$ cat config.mk
export PLATFORM = sky130hd
export DESIGN_NAME = fetch_unit
export DESIGN_NICKNAME = d
export VERILOG_FILES = /design/src/rtl/fetch_unit.sv
export SDC_FILE = /design/constraint.sdc
export NUM_CORES = 1
export LEC_CHECK = 0
export ABC_AREA = 1
export CAP_MARGIN = 20
export CORE_UTILIZATION = 56
export DETAILED_ROUTE_END_ITERATION = 10
export MAX_ROUTING_LAYER = met4
export PLACE_DENSITY = 0.83
export SYNTH_ARGS = -nofsm -noshare
export SYNTH_HDL_FRONTEND = slang
export SYNTH_SLANG_ARGS = --single-unit
$ cat constraint.sdc
create_clock -name clk -period 4.6 [get_ports clk]
set_input_delay 1.15 -clock clk [delete_from_list [all_inputs] [get_ports clk]]
set_output_delay 1.15 -clock clk [all_outputs]
set_load 0.01 [all_outputs]
$ cat src/rtl/fetch_unit.sv
// rtl/fetch_unit.sv - RV32I fetch front end: PC, pipelined IMEM requests, prefetch FIFO, redirect flush
module fetch_unit #(
  parameter int unsigned     XLEN       = 32,
  parameter int unsigned     INST_W     = 32,
  parameter logic [XLEN-1:0] RESET_VEC  = 32'h8000_0000,
  parameter logic [XLEN-1:0] IMEM_BASE  = 32'h8000_0000,
  parameter int unsigned     FIFO_DEPTH = 4
) (
  input  logic              clk,
  input  logic              rst,
  input  logic              redirect_valid,
  input  logic [XLEN-1:0]   redirect_pc,
  output logic              imem_req_valid,
  input  logic              imem_req_ready,
  output logic [XLEN-1:0]   imem_req_addr,
  input  logic              imem_rsp_valid,
  input  logic [INST_W-1:0] imem_rsp_data,
  output logic              inst_valid,
  input  logic              inst_ready,
  output logic [INST_W-1:0] inst_out,
  output logic [XLEN-1:0]   inst_pc,
  output logic [XLEN-1:0]   inst_pc_plus4
);

  localparam int unsigned     AW      = $clog2(FIFO_DEPTH);
  localparam int unsigned     CW      = AW + 1;
  localparam logic [CW:0]     DEPTH_C = (CW + 1)'(FIFO_DEPTH);
  localparam logic [XLEN-1:0] PC_STEP = XLEN'(4);

  logic [XLEN-1:0]   fetch_pc_q, fetch_pc_d;
  logic [XLEN-1:0]   rsp_pc_q, rsp_pc_d;
  logic [CW-1:0]     cnt_q, cnt_d;
  logic [CW-1:0]     outst_q, outst_d;
  logic [CW-1:0]     disc_q, disc_d;
  logic [AW-1:0]     wr_ptr_q, wr_ptr_d;
  logic [AW-1:0]     rd_ptr_q, rd_ptr_d;
  logic [INST_W-1:0] data_mem [FIFO_DEPTH];
  logic [XLEN-1:0]   pc_mem   [FIFO_DEPTH];

  logic [CW:0] credits_used;
  logic        req_fire;
  logic        rsp_drop;
  logic        push;
  logic        pop;

  // A request may only go out if its response is guaranteed a FIFO slot.
  assign credits_used   = {1'b0, outst_q} + {1'b0, cnt_q};
  assign imem_req_valid = rst && !redirect_valid && (credits_used < DEPTH_C);
  assign imem_req_addr  = fetch_pc_q - IMEM_BASE;
  assign req_fire       = imem_req_valid && imem_req_ready;

  // Responses to requests issued before a redirect are stale and dropped.
  assign rsp_drop = imem_rsp_valid && (disc_q != '0);
  assign push     = imem_rsp_valid && (disc_q == '0) && !redirect_valid;

  assign inst_valid    = (cnt_q != '0);
  assign pop           = inst_valid && inst_ready && !redirect_valid;
  assign inst_out      = data_mem[rd_ptr_q];
  assign inst_pc       = pc_mem[rd_ptr_q];
  assign inst_pc_plus4 = inst_pc + PC_STEP;

  // Next-state for PCs, counters and FIFO pointers; redirect overrides everything.
  always_comb begin
    fetch_pc_d = fetch_pc_q;
    rsp_pc_d   = rsp_pc_q;
    wr_ptr_d   = wr_ptr_q;
    rd_ptr_d   = rd_ptr_q;
    outst_d    = outst_q + CW'(req_fire) - CW'(imem_rsp_valid);
    cnt_d      = cnt_q + CW'(push) - CW'(pop);
    disc_d     = disc_q - CW'(rsp_drop);
    if (req_fire) begin
      fetch_pc_d = fetch_pc_q + PC_STEP;
    end
    if (push) begin
      rsp_pc_d = rsp_pc_q + PC_STEP;
      wr_ptr_d = wr_ptr_q + AW'(1);
    end
    if (pop) begin
      rd_ptr_d = rd_ptr_q + AW'(1);
    end
    if (redirect_valid) begin
      fetch_pc_d = {redirect_pc[XLEN-1:2], 2'b00};
      rsp_pc_d   = {redirect_pc[XLEN-1:2], 2'b00};
      cnt_d      = '0;
      wr_ptr_d   = '0;
      rd_ptr_d   = '0;
      disc_d     = outst_d;
    end
  end

  // Control state register with asynchronous active-low reset.
  always_ff @(posedge clk or negedge rst) begin
    if (!rst) begin
      fetch_pc_q <= RESET_VEC;
      rsp_pc_q   <= RESET_VEC;
      cnt_q      <= '0;
      outst_q    <= '0;
      disc_q     <= '0;
      wr_ptr_q   <= '0;
      rd_ptr_q   <= '0;
    end else begin
      fetch_pc_q <= fetch_pc_d;
      rsp_pc_q   <= rsp_pc_d;
      cnt_q      <= cnt_d;
      outst_q    <= outst_d;
      disc_q     <= disc_d;
      wr_ptr_q   <= wr_ptr_d;
      rd_ptr_q   <= rd_ptr_d;
    end
  end

  // FIFO payload storage; PCs are reconstructed in order rather than tagged.
  always_ff @(posedge clk) begin
    if (push) begin
      data_mem[wr_ptr_q] <= imem_rsp_data;
      pc_mem[wr_ptr_q]   <= rsp_pc_q;
    end
  end

endmodule

# --- Yosys cells after proc, flatten, opt, wreduce, memory -nomap -nowiden ---
# Memories as Yosys holds them, arrays and structs flattened.
# Index checks and enable logic that the tools add are counted.
# W data, S select, Z words.
word_totals:
  regBits: 77
  ram_bits: 256
  inputBits: 70
  output_inout_bits: 130
  wordCells: 49
  mem_count: 2
op_classes:
  n_addsub: 12
  n_lt_le_gt_ge: 1
  n_mux: 12
  n_reduce_logical: 15
mem_list:
  columns: ["memory", "words", "width", "read_ports", "rd_ports_with_merged_regs", "wr", "line_no", "rtl"]
  rows:
  - ["data_mem", 4, 32, 1, 0, 1, "37", "logic [INST_W-1:0] data_mem [FIFO_DEPTH];"]
  - ["pc_mem", 4, 32, 1, 0, 1, "38", "logic [XLEN-1:0] pc_mem [FIFO_DEPTH];"]
op_table:
  columns: ["operator", "count"]
  rows:
  - ["$mux W32", 4]
  - ["$add A32 B3 Y32 const B", 3]
  - ["$sub A32 B32 Y32 const B", 1]
  - ["$sub A3 B1 Y3", 3]
  - ["$logic_and A1 B1 Y1", 8]
  - ["$mux W2", 4]
  - ["$add A3 B1 Y3", 2]
  - ["$mux W3", 2]
  - ["$reduce_bool A2 Y1", 3]
  - ["$reduce_bool A3 Y1", 2]
  - ["$add A2 B1 Y2 const B", 2]
  - ["$add A3 B3 Y4", 1]
  - ["$lt A4 B3 Y1 const B", 1]
  - ["$logic_not A3 Y1", 1]
  - ["$mux W1", 2]
  - ["$logic_not A1 Y1", 1]

# --- Logic depth before layout (Yosys ltp) ---
# Gate-level depths: netlist of the first run.
logic_depth:
  depth_word: 7
  ltp_mapped: 15

# --- Worst setup path before layout of the first run ---
# No wires, ideal clock.
synth_path:
  path_kind: "input -> register"
  from: "input port imem_rsp_valid"
  to: "memory data_mem[0][0] (enable)"
  setup_time_ps: 482
  arrival_ps: 4432
  t_required_ps: 4118
  path_slack_ps: -315
  cell_stages: 5
  n_path_buf: 1
  path_cell_list: "nand4_1 -> inv_1 -> nand2_1 -> clkbuf_1 -> nor2_1"
synth_between:
  elab_chain_len: 4
synth_lines:
  columns: ["element", "line_no", "rtl"]
  rows:
  - ["start: declaration", "16", "input logic imem_rsp_valid,"]
  - ["$logic_and A1 B1 Y1 (2 in series)", "54", "assign push = imem_rsp_valid && (disc_q == '0) && !redirect_valid;"]
  - ["$mux W1", "114", "if (push) begin"]
  - ["$mux W1 (implied by the code)", "115", "data_mem[wr_ptr_q] <= imem_rsp_data;"]
  - ["end: declaration", "37", null]
# No other way between the ends.

# --- Worst setup path in the final report of the first run ---
layout_path:
  from: "register rd_ptr_q[0]"
  to: "output port inst_pc_plus4[12]"
layout_between:
  elab_chain_len: 2
layout_lines:
  columns: ["element", "line_no", "rtl"]
  rows:
  - ["start: declaration", "36", "logic [AW-1:0] rd_ptr_q, rd_ptr_d;"]
  - ["start signal: assignment", "108", "rd_ptr_q <= rd_ptr_d;"]
  - ["$mem_v2 Z4 W32", null, null]
  - ["$add A32 B3 Y32", "60", "assign inst_pc_plus4 = inst_pc + PC_STEP;"]
  - ["end: declaration", "22", "output logic [XLEN-1:0] inst_pc_plus4"]
# No other way between the ends.

==> impl_metrics.py, run 1 <==
metrics = {
    "drt": {
        "post_drt_via_cell_ratio": 5.53,
        "drt_iter0_drc": 1164,
        "detailedRoute.firstPassIterationCount": 5,
        "routed_wl_mm": 39.4,
        "ant_nets": 0,
        "detailroute.via_count": 12600,
        "drc": 0,
        "wire_per_inst_um": 17.3,
    },
    "job": {
        "timing.max_cap.violations": 0,
    },
    "place": {
        "place_congestion": 0.960,
        "detailed_place_hpwl_mm": 26.1,
        "detailedPlace.worstSlack_ns": 0.636,
        "placed_cells_incl_taps": 2212,
        "place.port_buffers": 191,
    },
    "clock_tree": {
        "clock_sinks": 321,
        "tritoncts_clock_tree": "done",
        "clk_pin_slew_ns": 0.06,
        "clock_tree.buffer_depth": 3,
        "later_pin_clock_latency_in_the_skew_report_ns": 0.56,
        "cts_inserted_buffers": 31,
        "ctsHtreeMaxLevel": 1,
        "ctsRootBufferMaster": "sky130_fd_sc_hd__clkbuf_16",
    },
    "yosys": {
        "summed_instance_area_of_the_synthesized_netlist_sq_mm": 0.0159,
        "portion_of_synthesized_cell_area_occupied_by_the_leading_cell_type_pct": 47.0,
        "yosys.area.top_type": "sky130_fd_sc_hd__edfxtp_1",
        "ys_top_cells_by_area": "sky130_fd_sc_hd__edfxtp_1, sky130_fd_sc_hd__nand2_1, sky130_fd_sc_hd__dfrtp_1",
        "ys_seq_elements": 321,
        "synth_cell_type_count": 40,
        "postSynthCellCount": 1711,
        "yosysWarningCount": 0,
        "synth.yosys.seq_area_share_pct": 58.5,
        "synth.avg_cell_area_sq_um": 9.27,
    },
    "critical_path": {
        "r2r_slack_ns": 1.76,
        "critPathCaptureType": "output port",
        "worstRegToRegCells": 14,
        "worst_setup_path_startpoint": "rd_ptr_q[0]",
        "crit_required_ns": 3.45,
        "reg2reg_to": "disc_q[2]",
        "critical_path_startpoint_category": "register",
        "crit_path_end": "inst_pc_plus4[12]",
        "critPathArrivalTime_ns": 3.23,
        "setup.worst_path.class": "register to output port",
        "timing.critical_path.fanout_max": 10,
        "rr_startpoint": "cnt_q[2]",
    },
    "hold_path": {
        "worst_hold_path_type": "register to register",
        "hold_path_startpoint": "outst_q[2]",
        "hold-path-cell-count": 1,
    },
    "timing": {
        "finalHoldViolCount": 0,
        "hold_worst_slack_ns": 0.555,
        "finClkSkew_ns": 0.0166,
        "layout_min_cycle_time_ns": 4.38,
        "tightestPinTransition_ns": 0.709,
        "fin_tns_setup_ns": 0,
        "post-route-period-util_pct": 95.1,
        "finalWorstSetupSlack_ns": 0.224,
        "drv_slew": 0,
        "rsz0062_at_grt": "no",
        "setup_viol_count_final": 0,
        "max-slew-margin-rel_pct": 52.6,
        "timing.fmax_ghz": 0.229,
    },
    "floorplan": {
        "floorplan.rows": 61,
        "die-width_um": 170,
        "die_y_um": 170,
        "core_area_sq_mm": 0.0278,
        "die-area_sq_mm": 0.0290,
        "effective_utilization_at_floorplan_pct": 57.1,
        "num_io_pins": 200,
    },
    "power_and_ir_drop": {
        "static-leakage-power_nw": 7.58,
        "netSwitchingPower_w": 0.00332,
        "power_frac_clock_pct": 28.0,
        "power-per-cell-area_mw_per_mm2": 513,
        "intPower_w": 0.00650,
        "netSwitchingFraction_pct": 33.8,
        "power.share.sequential_pct": 37.8,
        "power.combinational.fraction_pct": 34.3,
        "ir_worst_vdd_mv": 0.266,
        "finalPower_w": 0.00981,
    },
    "grt": {
        "first_global_vias": 11800,
        "initial_antenna_violation_count": 0,
        "grt_first_pass_wirelength_mm": 61.6,
        "gr-usage-all-layers_pct": 28.1,
        "grt.overflow.total": 0,
        "largest_net_degree_at_the_start_of_global_routing": 124,
    },
    "status": {
        "outcome": "finished, final reports clean",
    },
    "layout": {
        "fin_nets": 1958,
        "final_cells": 2274,
        "diodes": 0,
        "total_area_of_sequential_cells_sq_mm": 0.00928,
        "drive_gt1_share_pct": 6.96,
        "n_fill_cell": 2089,
        "multi_input_logic_area_sq_mm": 0.00558,
        "syn_to_final_growth_pct": 20.6,
    },
}
-- cells in the final DEF (no fill, tap or decap), drive strengths merged, types with 5 or more instances in the layout --
cell type      synthesis  layout
a21oi                 27      27
a31oi                  5       5
buf                   64      27
bufinv                 0       6
clkbuf                32      44
clkdlybuf4s50          0     190
clkinv                 0       8
conb                   1       6
dfrtp                 71      71
edfxtp               248     248
ha                    15      15
inv                  118     118
nand2                550     550
nand3                122     122
nand3b                 8       8
nand4                 20      20
nor2                 205     205
nor3                  14      14
o211ai                18      18
o21ai                 91      91
o21bai                 8       8
o22ai                 32      32
xnor2                 13      13
xor2                  31      31
-- worst max-delay path, stage by stage (launching register included) --
cell and delay, ns:
sky130_fd_sc_hd__dfrtp_4 0.57, sky130_fd_sc_hd__o21ai_0 0.28, sky130_fd_sc_hd__nand2_2 0.19, sky130_fd_sc_hd__inv_2 0.15, sky130_fd_sc_hd__ha_1 0.19, sky130_fd_sc_hd__nand2_1 0.08
sky130_fd_sc_hd__nor2_2 0.20, sky130_fd_sc_hd__nand2_1 0.14, sky130_fd_sc_hd__nor2_2 0.17, sky130_fd_sc_hd__xor2_1 0.16, sky130_fd_sc_hd__clkdlybuf4s50_1 0.55
-- per-stage QoR --
step / instance area (sq um) / utilization (%)
final: 19100 / 68.9
after detailed placement: 17900 / 64.5
after global placement: 17900 / 64.5
after CTS: 19000 / 68.6
after global routing: 19100 / 68.9
after floorplan: 15900 / -
-- power by group through the flow --
| stage | logic (W) | clock network, W | registers [W] |
|---|---|---|---|
| 3_3_place_gp | 0.00318 | 0 | 0.00374 |
| 5_1_grt | 0.00369 | 0.00289 | 0.00374 |
| 3_5_place_dp | 0.00326 | 0 | 0.00375 |
| 4_1_cts | 0.00330 | 0.00277 | 0.00370 |
| 2_1_floorplan | 0.00198 | 0 | 0.00364 |
| 6_report | 0.00336 | 0.00275 | 0.00371 |
-- routing by layer --
metal / up-vias / global-route usage (%) / wire [um] / part of all wire, %
met5: - / - / 0 / 0
met4: 0 / 8.23 / 945 / 2.4
met3: 81 / 2.60 / 2700 / 6.8
met2: 579 / 46.3 / 19400 / 49
met1: 5887 / 37.4 / 16400 / 42
li1: 6022 / - / - / -
-- worst min-delay path by stage --
| stage | endpoint | slack [ns] |
|---|---|---|
| 3_3_place_gp | outst_q[2] | 0.50 |
| 3_5_place_dp | outst_q[2] | 0.50 |
| 4_1_cts | outst_q[2] | 0.55 |
| 6_report | outst_q[2] | 0.55 |
| 5_1_grt | outst_q[2] | 0.58 |
| 2_1_floorplan | outst_q[2] | 0.47 |
-- flip-flops by register name, summed over array words and instances (netlist names) --
name and flops:
disc_q 3, data_mem 128, pc_mem 120, wr_ptr_q 2, rsp_pc_q 30, fetch_pc_q 30
rd_ptr_q 2, outst_q 3, cnt_q 3
-- cell families (layout without fill, tap and decap cells) --
family / count (synthesis) / after routing / synth area share (%)
and+or+nand+nor: 927 / 927 / 24.2
DFF: 321 / 321 / 58.5
AOI/OAI and AO/OA: 187 / 187 / 6.74
buffers and inverters: 214 / 394 / 6.64
adders and majority gates: 17 / 17 / 1.44
other: 1 / 6 / 0.0236
xor gates and xnor gates: 44 / 44 / 2.43
-- synthesized netlist by cell type --
| cell type | count |
|---|---|
| sky130_fd_sc_hd__nand2_1 | 529 |
| sky130_fd_sc_hd__edfxtp_1 | 248 |
| sky130_fd_sc_hd__nor2_1 | 193 |
| sky130_fd_sc_hd__nand3_1 | 122 |
| sky130_fd_sc_hd__inv_1 | 111 |
| sky130_fd_sc_hd__o21ai_0 | 91 |
| sky130_fd_sc_hd__dfrtp_1 | 71 |
| sky130_fd_sc_hd__buf_4 | 41 |
| sky130_fd_sc_hd__clkbuf_1 | 32 |
| sky130_fd_sc_hd__o22ai_1 | 32 |
| sky130_fd_sc_hd__xor2_1 | 31 |
| sky130_fd_sc_hd__a21oi_1 | 27 |
| sky130_fd_sc_hd__nand2_2 | 21 |
| sky130_fd_sc_hd__nand4_1 | 20 |
| sky130_fd_sc_hd__o211ai_1 | 18 |
| sky130_fd_sc_hd__ha_1 | 15 |
| sky130_fd_sc_hd__buf_2 | 14 |
| sky130_fd_sc_hd__nor3_1 | 14 |
| sky130_fd_sc_hd__xnor2_1 | 13 |
| sky130_fd_sc_hd__nor2_2 | 10 |
| sky130_fd_sc_hd__buf_6 | 8 |
| sky130_fd_sc_hd__nand3b_1 | 8 |
| sky130_fd_sc_hd__o21bai_1 | 8 |
| sky130_fd_sc_hd__inv_2 | 6 |
| sky130_fd_sc_hd__a31oi_1 | 5 |
| sky130_fd_sc_hd__o221ai_1 | 4 |
| sky130_fd_sc_hd__or2_2 | 3 |
| sky130_fd_sc_hd__dfstp_2 | 2 |
| sky130_fd_sc_hd__fa_1 | 2 |
| sky130_fd_sc_hd__nor2_4 | 2 |
| sky130_fd_sc_hd__a22oi_1 | 1 |
| sky130_fd_sc_hd__a32oi_1 | 1 |
| sky130_fd_sc_hd__and2_1 | 1 |
| sky130_fd_sc_hd__and3_1 | 1 |
| sky130_fd_sc_hd__buf_8 | 1 |
| sky130_fd_sc_hd__conb_1 | 1 |
| sky130_fd_sc_hd__inv_8 | 1 |
| sky130_fd_sc_hd__nor4_1 | 1 |
| sky130_fd_sc_hd__or2_1 | 1 |
| sky130_fd_sc_hd__or3_1 | 1 |
-- final cells by class --
type                       instances  share of cell area (%)
sequential                       321                    48.5
tap                              378                    2.47
inverter                         118                    2.38
multi-input combinational       1181                    29.2
clock inverter                    15                    1.31
timing repair buffer             218                    11.6
clock buffer                      43                    4.55
-- timing repair --
action                     in CTS  in global routing
buffers inserted                0                  3
setup endpoints to repair       0                 21
hold buffers                    0                  0
resized for setup               0                 10
No activity file was read; power rests on OpenSTA's default activity.
==> inputs of run 2 (changes only) <==
--- a/config.mk
+++ b/config.mk
@@ -11,6 +11,7 @@
 export DETAILED_ROUTE_END_ITERATION = 10
 export MAX_ROUTING_LAYER = met4
 export PLACE_DENSITY = 0.83
+export SETUP_SLACK_MARGIN = 0.5
 export SYNTH_ARGS = -nofsm -noshare
 export SYNTH_HDL_FRONTEND = slang
 export SYNTH_SLANG_ARGS = --single-unit
==> impl_metrics.py, run 2 (same netlist as run 1, synthesis figures left out) <==
metrics = {
    "critical_path": {
        "reg2reg_to": "disc_q[2]",
        "worstRegToRegCells": 14,
        "setup.worst_path.class": "register to output port",
        "rr_startpoint": "cnt_q[2]",
        "timing.critical_path.fanout_max": 18,
        "slowest_stage": "sky130_fd_sc_hd__clkdlybuf4s50_1",
        "crit_required_ns": 3.45,
        "crit_path_end": "inst_pc_plus4[31]",
        "r2r_slack_ns": 1.76,
        "critPathCaptureType": "output port",
        "critical-path-max-stage-delay_ns": 0.53,
        "worst_setup_path_startpoint": "rd_ptr_q[0]",
        "critPathArrivalTime_ns": 3.08,
        "critical_path_startpoint_category": "register",
        "cells_traversed_along_the_worst_timing_path": "buf_12 -> buf_4 -> inv_8 -> nand2_1 -> nand2_1 -> nand2_1 -> nand2_2 -> nand2_1 -> nor2_1 -> nand2_1 -> nor2_4 -> nand3_1 -> nand2_1 -> clkdlybuf4s50_1",
        "path_common_cell": "sky130_fd_sc_hd__nand2_1",
    },
    "layout": {
        "final_core_utilization_pct": 70.1,
        "syn_to_final_growth_pct": 22.9,
        "layout_commonest_cell": "sky130_fd_sc_hd__nand2_1",
        "largest_register_ff_count": 128,
        "mostFrequentLayoutCells": "sky130_fd_sc_hd__nand2_1, sky130_fd_sc_hd__edfxtp_1, sky130_fd_sc_hd__nor2_1",
        "fin_nets": 1968,
        "largestRegisters": "data_mem x128, pc_mem x120",
        "diodes": 0,
        "regMostFlops": "data_mem",
        "drive_gt1_share_pct": 8.66,
        "final_cells": 2284,
    },
    "drt": {
        "wire_per_inst_um": 18.0,
        "routed_wl_mm": 41.1,
        "drc": 0,
        "detailroute.via_count": 12800,
        "post_drt_via_cell_ratio": 5.61,
        "ant_nets": 0,
        "detailedRoute.firstPassIterationCount": 8,
        "drt_iter0_drc": 1296,
    },
    "clock_tree": {
        "clock_sinks": 321,
        "clock_tree.buffer_depth": 3,
        "cts_hold_buf": 0,
        "ctsRootBufferMaster": "sky130_fd_sc_hd__clkbuf_16",
        "later_pin_clock_latency_in_the_skew_report_ns": 0.57,
        "ctsHtreeMaxLevel": 1,
        "clk_pin_slew_ns": 0.06,
        "tritoncts_clock_tree": "done",
        "cts_inserted_buffers": 31,
    },
    "status": {
        "outcome": "finished, final reports clean",
    },
    "timing": {
        "finalHoldViolCount": 0,
        "drv_slew": 0,
        "layout_min_cycle_time_ns": 4.23,
        "post-route-period-util_pct": 92.0,
        "tightestPinTransition_ns": 0.713,
        "fin_tns_setup_ns": 0,
        "timing.fmax_ghz": 0.236,
        "finClkSkew_ns": 0.0194,
        "max-slew-margin-rel_pct": 52.4,
        "rsz0062_at_grt": "yes",
        "setup_viol_count_final": 0,
    },
    "power_and_ir_drop": {
        "static-leakage-power_nw": 7.89,
        "power-per-cell-area_mw_per_mm2": 515,
        "ir_worst_vdd_mv": 0.266,
        "finalPower_w": 0.0100,
    },
    "floorplan": {
        "floorplan.rows": 61,
        "num_io_pins": 200,
        "effective_utilization_at_floorplan_pct": 57.1,
        "die-area_sq_mm": 0.0290,
        "die-width_um": 170,
        "core_area_sq_mm": 0.0278,
        "die_y_um": 170,
    },
    "place": {
        "detailed_place_hpwl_mm": 26.1,
        "place.port_buffers": 191,
        "placed_cells_incl_taps": 2212,
        "place_congestion": 0.960,
    },
    "grt": {
        "first_global_vias": 11900,
        "grt.overflow.total": 0,
        "grt_first_pass_wirelength_mm": 62.4,
        "initial_antenna_violation_count": 0,
        "gr-usage-all-layers_pct": 28.5,
        "largest_net_degree_at_the_start_of_global_routing": 83,
    },
    "job": {
        "timing.max_cap.violations": 0,
    },
    "hold_path": {
        "worst_hold_path_type": "register to register",
        "hold-path-cell-count": 1,
    },
}
## run 2: cell count changes in the layout (fill, tap and decap cells not counted), moves of 3 or more
| cell | change |
|---|---|
| sky130_fd_sc_hd__clkdlybuf4s50_1 | -20 |
| sky130_fd_sc_hd__dlymetal6s2s_1 | +20 |
| sky130_fd_sc_hd__nor2_1 | -12 |
| sky130_fd_sc_hd__nand2_1 | -9 |
| sky130_fd_sc_hd__nor2_4 | +7 |
| sky130_fd_sc_hd__nand2_4 | +6 |
| sky130_fd_sc_hd__nor2_2 | +5 |
| sky130_fd_sc_hd__buf_4 | +3 |
| sky130_fd_sc_hd__nand2_2 | +3 |
## run 2: area by class of cell
class / instances / area [sq um]
flip-flops and latches: 321 / 9280
clock buffers: 43 / 871
inverters: 118 / 462
fillers: 2033 / 8300
multi-input cells: 1181 / 5710
clock inverters: 15 / 250
well taps: 378 / 473
repair buffers: 227 / 2430
repair inverters: 1 / 11.3
## run 2: worst min path at each step
stage | to | from
after floorplan | outst_q[2] | outst_q[2]
after global placement | outst_q[2] | outst_q[2]
after detailed placement | outst_q[2] | outst_q[2]
after CTS | outst_q[2] | outst_q[2]
after global routing | outst_q[2] | outst_q[2]
final | outst_q[0] | outst_q[0]
## run 2: worst max-delay path: cells and delay by family (launching register included)
kind,cells,cell delay (ns)
flops,1,0.50
simple gates,10,1.03
buf+inv,4,0.98
## run 2: power by group
group | switching [W] | internal, W
registers | 0.000286 | 0.00341
clock network | 0.00108 | 0.00167
logic | 0.00207 | 0.00152
total | 0.00344 | 0.00659
## run 2: stage by stage
stage / cell area, sq um / worst slack (ns) / hold WS [ns]
floorplan: 15900 / -0.315 / 0.469
detailed placement: 17900 / 0.636 / 0.496
finish: 19500 / 0.366 / 0.554
global route: 19500 / 0.225 / 0.581
CTS: 19200 / 0.280 / 0.549
global placement: 17900 / 0.670 / 0.504
## run 2: timing repair
item | in CTS | in global routing
gates cloned | 2 | 3
endpoints found under the setup margin | 27 | 27
gates resized for setup | 16 | 58
pin swaps | 0 | 6
setup buffers | 2 | 7
## run 2: per-layer routing
layer | GRT usage, % | share of wire (%)
met5 | - | 0
met4 | 8.19 | 2.5
met3 | 2.40 | 7.7
met2 | 47.2 | 49
met1 | 37.8 | 41
